`config.mk`:
```
export PLATFORM = sky130hd
export DESIGN_NAME = qspi_flash_responder
export DESIGN_NICKNAME = d
export VERILOG_FILES = /design/src/rtl/qspi_pkg.sv /design/src/rtl/qspi_resp_shifter.sv /design/src/rtl/qspi_flash_responder.sv
export SDC_FILE = /design/constraint.sdc
export NUM_CORES = 1
export LEC_CHECK = 0
export CAP_MARGIN = 15
export CELL_PAD_IN_SITES_DETAIL_PLACEMENT = 2
export CELL_PAD_IN_SITES_GLOBAL_PLACEMENT = 2
export CORE_MARGIN = 5
export CORE_UTILIZATION = 34
export DETAILED_ROUTE_END_ITERATION = 8
export MAX_ROUTING_LAYER = met4
export PLACE_DENSITY_LB_ADDON = 0.1
export SLEW_MARGIN = 20
export SYNTH_ARGS = -nofsm -noshare
export SYNTH_HDL_FRONTEND = slang
export SYNTH_SLANG_ARGS = --single-unit
```
`constraint.sdc`:
```
create_clock -name sclk -period 3.8 [get_ports sclk]
set_clock_uncertainty 0.15 [all_clocks]
set_input_delay 0.57 -clock sclk [delete_from_list [all_inputs] [get_ports sclk]]
set_output_delay 0.57 -clock sclk [all_outputs]
set_load 0.1 [all_outputs]
```
`src/rtl/qspi_pkg.sv`:
```
// Shared opcodes and FSM state encoding for the QSPI flash responder.
package qspi_pkg;

    localparam logic [7:0] CMD_READ3B  = 8'h03;
    localparam logic [7:0] CMD_READ4B  = 8'h13;
    localparam logic [7:0] CMD_QREAD3B = 8'hEB;
    localparam logic [7:0] CMD_QREAD4B = 8'hEC;
    localparam logic [7:0] CMD_PP      = 8'h02;
    localparam logic [7:0] CMD_QPP     = 8'h32;
    localparam logic [7:0] CMD_EN4B    = 8'hB7;
    localparam logic [7:0] CMD_EX4B    = 8'hE9;

    typedef enum logic [2:0] {
        ST_CMD,
        ST_ADDR,
        ST_DUMMY,
        ST_RD_DATA,
        ST_WR_DATA,
        ST_IGNORE
    } state_t;

endpackage

```
`src/rtl/qspi_resp_shifter.sv`:
```
// 32-bit load/shift register, shifting 1 or 4 bits per edge MSB first.
module qspi_resp_shifter (
    input  logic        sclk,
    input  logic        h_rstn,
    input  logic        ld,
    input  logic        sh,
    input  logic        quad,
    input  logic [31:0] din,
    input  logic [3:0]  sin,
    output logic [3:0]  msn,
    output logic [31:0] nxt
);

    logic [31:0] q;

    assign nxt = quad ? {q[27:0], sin} : {q[30:0], sin[0]};
    assign msn = q[31:28];

    always_ff @(posedge sclk or negedge h_rstn) begin
        if (!h_rstn) begin
            q <= '0;
        end else if (ld) begin
            q <= din;
        end else if (sh) begin
            q <= nxt;
        end
    end

endmodule

```
`src/rtl/qspi_flash_responder.sv`:
```
// QSPI flash-side responder: command/address/dummy decode, read streaming and program assembly.
//   state      | meaning
//   ST_CMD     | collecting 8 opcode bits on io0
//   ST_ADDR    | collecting address (io0, or io3..io0 for quad reads)
//   ST_DUMMY   | quad-read dummy cycles, first word loads on the last one
//   ST_RD_DATA | shifting read words out, prefetching the next word
//   ST_WR_DATA | assembling program words, one write per word
//   ST_IGNORE  | mode command done or unknown opcode, wait for deselect
module qspi_flash_responder
    import qspi_pkg::*;
#(
    parameter int DUMMY_CYCLES = 4,
    parameter bit ADDR4B_RST   = 1'b0
) (
    input  logic        sclk,
    input  logic        h_rstn,
    input  logic        cs_n,
    input  logic [3:0]  io_in,
    output logic [3:0]  io_out,
    output logic [3:0]  io_oe,
    output logic [31:0] mem_addr,
    output logic        mem_rd_en,
    input  logic [31:0] mem_rdata,
    output logic        mem_wr_en,
    output logic [31:0] mem_wdata,
    output logic        addr_4b_mode,
    output logic        busy,
    output logic        cmd_err
);

    localparam logic [5:0] DUMMY_LAST = 6'(DUMMY_CYCLES - 1);

    state_t      state, state_nxt;
    logic [5:0]  cnt, cnt_nxt;
    logic        xfer_quad, xfer_quad_nxt, xfer_wr, xfer_wr_nxt;
    logic        mode_nxt, rd_en_nxt, wr_en_nxt, err_nxt, ld_word;
    logic [3:0]  oe_reg, oe_nxt, sh_msn;
    logic [31:0] addr_nxt, wdata_nxt, rd_buf, sh_din, sh_next;
    logic        sh_ld, sh_sh, sh_quad;

    qspi_resp_shifter u_shifter (
        .sclk   (sclk),
        .h_rstn (h_rstn),
        .ld     (sh_ld),
        .sh     (sh_sh),
        .quad   (sh_quad),
        .din    (sh_din),
        .sin    (io_in),
        .msn    (sh_msn),
        .nxt    (sh_next)
    );

    always_comb begin
        state_nxt     = state;
        cnt_nxt       = cnt;
        xfer_quad_nxt = xfer_quad;
        xfer_wr_nxt   = xfer_wr;
        mode_nxt      = addr_4b_mode;
        oe_nxt        = oe_reg;
        rd_en_nxt     = 1'b0;
        wr_en_nxt     = 1'b0;
        err_nxt       = 1'b0;
        ld_word       = 1'b0;
        addr_nxt      = mem_wr_en ? mem_addr + 32'd4 : mem_addr;
        wdata_nxt     = mem_wdata;
        sh_ld         = 1'b0;
        sh_sh         = 1'b0;
        sh_quad       = xfer_quad;
        // A word requested last cycle is still on mem_rdata; older ones sit in rd_buf.
        sh_din        = mem_rd_en ? mem_rdata : rd_buf;

        if (cs_n) begin
            state_nxt = ST_CMD;
            cnt_nxt   = 6'd7;
            oe_nxt    = 4'h0;
        end else begin
            case (state)
                ST_CMD: begin
                    sh_quad = 1'b0;
                    sh_sh   = 1'b1;
                    if (cnt == 6'd0) begin
                        sh_ld     = 1'b1;
                        sh_din    = '0;
                        state_nxt = ST_ADDR;
                        cnt_nxt   = addr_4b_mode ? 6'd31 : 6'd23;
                        case (sh_next[7:0])
                            CMD_READ3B:  {xfer_quad_nxt, xfer_wr_nxt} = 2'b00;
                            CMD_READ4B: begin
                                {xfer_quad_nxt, xfer_wr_nxt} = 2'b00;
                                cnt_nxt = 6'd31;
                            end
                            CMD_QREAD3B: begin
                                {xfer_quad_nxt, xfer_wr_nxt} = 2'b10;
                                cnt_nxt = addr_4b_mode ? 6'd7 : 6'd5;
                            end
                            CMD_QREAD4B: begin
                                {xfer_quad_nxt, xfer_wr_nxt} = 2'b10;
                                cnt_nxt = 6'd7;
                            end
                            CMD_PP:      {xfer_quad_nxt, xfer_wr_nxt} = 2'b01;
                            CMD_QPP:     {xfer_quad_nxt, xfer_wr_nxt} = 2'b11;
                            CMD_EN4B: begin
                                mode_nxt  = 1'b1;
                                state_nxt = ST_IGNORE;
                            end
                            CMD_EX4B: begin
                                mode_nxt  = 1'b0;
                                state_nxt = ST_IGNORE;
                            end
                            default: begin
                                err_nxt   = 1'b1;
                                state_nxt = ST_IGNORE;
                            end
                        endcase
                    end else begin
                        cnt_nxt = cnt - 6'd1;
                    end
                end
                ST_ADDR: begin
                    sh_quad = xfer_quad & ~xfer_wr;
                    sh_sh   = 1'b1;
                    if (cnt == 6'd0) begin
                        addr_nxt = {sh_next[31:2], 2'b00};
                        if (xfer_wr) begin
                            state_nxt = ST_WR_DATA;
                            cnt_nxt   = xfer_quad ? 6'd7 : 6'd31;
                        end else begin
                            rd_en_nxt = 1'b1;
                            state_nxt = xfer_quad ? ST_DUMMY : ST_RD_DATA;
                            cnt_nxt   = xfer_quad ? DUMMY_LAST : 6'd0;
                        end
                    end else begin
                        cnt_nxt = cnt - 6'd1;
                    end
                end
                ST_DUMMY: begin
                    if (cnt == 6'd0) begin
                        state_nxt = ST_RD_DATA;
                        ld_word   = 1'b1;
                    end else begin
                        cnt_nxt = cnt - 6'd1;
                    end
                end
                ST_RD_DATA: begin
                    if (cnt == 6'd0) begin
                        ld_word = 1'b1;
                    end else begin
                        sh_sh   = 1'b1;
                        cnt_nxt = cnt - 6'd1;
                    end
                end
                ST_WR_DATA: begin
                    sh_sh = 1'b1;
                    if (cnt == 6'd0) begin
                        wr_en_nxt = 1'b1;
                        wdata_nxt = sh_next;
                        cnt_nxt   = xfer_quad ? 6'd7 : 6'd31;
                    end else begin
                        cnt_nxt = cnt - 6'd1;
                    end
                end
                ST_IGNORE: ;
                default:   state_nxt = ST_CMD;
            endcase
        end

        if (ld_word) begin
            sh_ld     = 1'b1;
            rd_en_nxt = 1'b1;
            addr_nxt  = mem_addr + 32'd4;
            cnt_nxt   = xfer_quad ? 6'd7 : 6'd31;
            oe_nxt    = xfer_quad ? 4'hF : 4'h1;
        end
    end

    always_ff @(posedge sclk or negedge h_rstn) begin
        if (!h_rstn) begin
            state        <= ST_CMD;
            cnt          <= 6'd7;
            xfer_quad    <= 1'b0;
            xfer_wr      <= 1'b0;
            addr_4b_mode <= ADDR4B_RST;
            oe_reg       <= 4'h0;
            mem_rd_en    <= 1'b0;
            mem_wr_en    <= 1'b0;
            cmd_err      <= 1'b0;
            mem_addr     <= '0;
            mem_wdata    <= '0;
            rd_buf       <= '0;
        end else begin
            state        <= state_nxt;
            cnt          <= cnt_nxt;
            xfer_quad    <= xfer_quad_nxt;
            xfer_wr      <= xfer_wr_nxt;
            addr_4b_mode <= mode_nxt;
            oe_reg       <= oe_nxt;
            mem_rd_en    <= rd_en_nxt;
            mem_wr_en    <= wr_en_nxt;
            cmd_err      <= err_nxt;
            mem_addr     <= addr_nxt;
            mem_wdata    <= wdata_nxt;
            if (mem_rd_en) rd_buf <= mem_rdata;
        end
    end

    assign io_oe  = oe_reg & {4{~cs_n}};
    assign io_out = oe_reg & (xfer_quad ? sh_msn : {3'b000, sh_msn[3]});
    assign busy   = (state != ST_CMD);

endmodule

```
==> metrics <==
EDFF count, synth 0; reg-to-reg critical path startpoint cnt[0]; initial antenna violation count 0; Area Overhead vs Synth 27.6%; crit path DAT 3.39 ns; post-CTS sizing 0; Pwr Total 4.10 mW; Max stage delay on crit path 0.71 ns; Post-CTS Setup Inserts 0; flip-flop and latch area 3580 sq um; top cells by area, synth dfrtp_1, mux2_2, mux2i_1; worst vdd ir 0.174 mV; die area 24500 sq um; max-slew violation count 0; final period utilization 85.2%; Slew HR 28.6%; setup violators final 0; largest net degree at the start of global routing 79; Starting Density 34.6%; r2r setup slk 0.56 ns; Max Cap Viol 0; Row Count 53; Sum Neg Setup Slack 0 ns; ANT nets after route 0; ant diodes 0; IO Count 116; fraction of the mapped netlist area in simple logic gates 16.3%; wire length per cell 22.7 um; first-pass GRT wire length 41600 um; H-tree Lvls 4; critical path launch point type flop; Final Cell Area 9300 sq um; post-route setup slack 0.563 ns; sequential fraction of the synthesis area 49.2%; cts bufs inserted 17; dpl cell area 8740 sq um; post-synthesis mux area share 10.5%; dominant cell type by area after synthesis dfrtp_1; Place WS 0.378 ns; FMAX 0.309 GHz; post-synthesis cell area 7290 sq um; area of the multi-input gates 3450 sq um; FF+latch count, synth 143; worst-case reg-to-reg path depth 7; DP HPWL 18700 um; Via density 5.58; CTS tree done; Distinct cells, synth 66; maximum clock insertion buffer count 2; Clock Latency Late Sink 0.42 ns; All-Layer GR Usage 22.4%; total grt overflow 0; status completed; Final min period 3.24 ns; main combinational cell family by area after synthesis compound AO/OA/AOI/OAI gates; die width 156 um; end of the critical path xfer_wr; Root Driver clkbuf_16; Post-synth top cells dfrtp_1, nor2_1, nand2_1; Hold WC Path Type in -> async; core area 21100 sq um; critical path's slowest cell or4b_1; gpl congestion 0.845; Worst setup EP type flop; layout cells sized above 1 13.7%; post-synth top area share 48.1%; RSZ-0062 raised after global routing false; DIE HEIGHT 156 um; Largest regs mem_wdata x32, rd_buf x32, u_shifter.q x32; Fin. Hold Viols 0; Post-Syn Instances 746; post-synthesis xor/xnor area fraction 0.481%; filler cell count 2253; asr flop ratio synth 100%; critical path peak fanout 10; First-pass DRT Iterations 4; clk sink count 143; CP startpoint cnt[0]; Reg clk slew, reported paths 0.07 ns; drt initial violations 275; DRC Markers 0; LEAKAGE 3.83 nW; adder-cell area share of the yosys netlist 0.343%; FF-to-FF End xfer_wr; Synth Area in Compound Gates 19.3%; Avg Cell Area, Syn 9.77 sq um; Via Count 6344; Worst EP required 3.96 ns; vias in the first global route 7142; count leader, synth dfrtp_1; Hold Buf Count CTS 0; prevailing post-synth register cell dfrtp_1; pwr/cell area 441 nW/um^2; Final nets 890; worst path cell trace inv_1, ha_1, or4b_1, or3_1, or4_4, o21ai_2, mux2_1; Worst-Margin Slew 1.07 ns; crit path kind reg -> reg; Port Buf Inserts 113; WL final 25900 um; synth warn 0
[how the worst min path moves through the flow]
stage	start	end	slack [ns]	depth (start not counted)
floorplan	h_rstn	addr_4b_mode	0.12	0
global placement	mem_wdata[1]	mem_wdata[1]	0.31	2
detailed placement	mem_wdata[28]	mem_wdata[28]	0.33	2
CTS	h_rstn	u_shifter.q[8]	0.06	1
global route	h_rstn	rd_buf[10]	0.07	1
finish	h_rstn	u_shifter.q[8]	0.02	1
[metal layers]
metal  vias up  share of wire (%)  wire length [um]  GRT usage [%]
met5         -                  0                 0              -
met1      3269                 46             11800           29.0
met3        19                3.4               878           3.87
li1       2951                  -                 -              -
met4         0                1.1               280           5.12
met2       105                 50             12900           36.9
[placed cells by master, fill, tap and decap left out, drive strengths merged, types with 7 or more instances in the layout]
cell / instances
a211oi: 17
a21oi: 54
a221oi: 12
a2bb2oi: 30
a311oi: 11
and3: 15
buf: 37
clkbuf: 19
clkdlybuf4s50: 101
dfrtp: 140
inv: 17
mux2: 35
mux2i: 37
nand2: 64
nand3: 13
nor2: 74
nor2b: 7
nor3: 32
o21ai: 49
[where the power goes]
group | switching (mW) | internal, mW | leakage [nW] | total (mW)
logic | 0.440 | 0.242 | 1.77 | 0.682
clock network | 0.728 | 0.913 | 0.259 | 1.64
registers | 0.137 | 1.64 | 1.80 | 1.77
total | 1.30 | 2.79 | 3.83 | 4.10
[stage by stage]
stage / hold WS (ns) / instances / util [%]
2_1_floorplan: 0.124 / 747 / -
3_3_place_gp: 0.311 / 1105 / 41.5
3_5_place_dp: 0.325 / 1105 / 41.5
4_1_cts: 0.0590 / 1137 / 44.1
5_1_grt: 0.0732 / 1137 / 44.1
6_report: 0.0228 / 1137 / 44.1
[kinds of logic (layout without fill, tap and decap cells)]
kind of cell | count (synthesis) | in the layout
adders and majority gates | 2 | 2
AOI/OAI and AO/OA | 210 | 210
and+or+nand+nor | 247 | 247
buffers and inverters | 67 | 182
muxes | 72 | 72
DFF | 143 | 143
other | 1 | 2
xor gates and xnor gates | 4 | 4
[critical path: cells and delay by family (launching register included)]
kind | cells | cell delay, ns
AO/OA/AOI/OAI | 1 | 0.07
adder cells (fa/ha/maj) | 1 | 0.24
AND/OR/NAND/NOR | 3 | 1.88
multiplexers | 1 | 0.32
flip-flops | 1 | 0.39
buffers and inverters | 1 | 0.06
[area by class of cell]
class	count	share of cell area (%)
clock buffer	19	4.65
clock inverter	13	1.37
inverter	12	0.484
multi-input combinational	537	37.1
sequential	143	38.5
tap	275	3.70
timing repair buffer	138	14.2
Power figures use the tool's default switching activity.
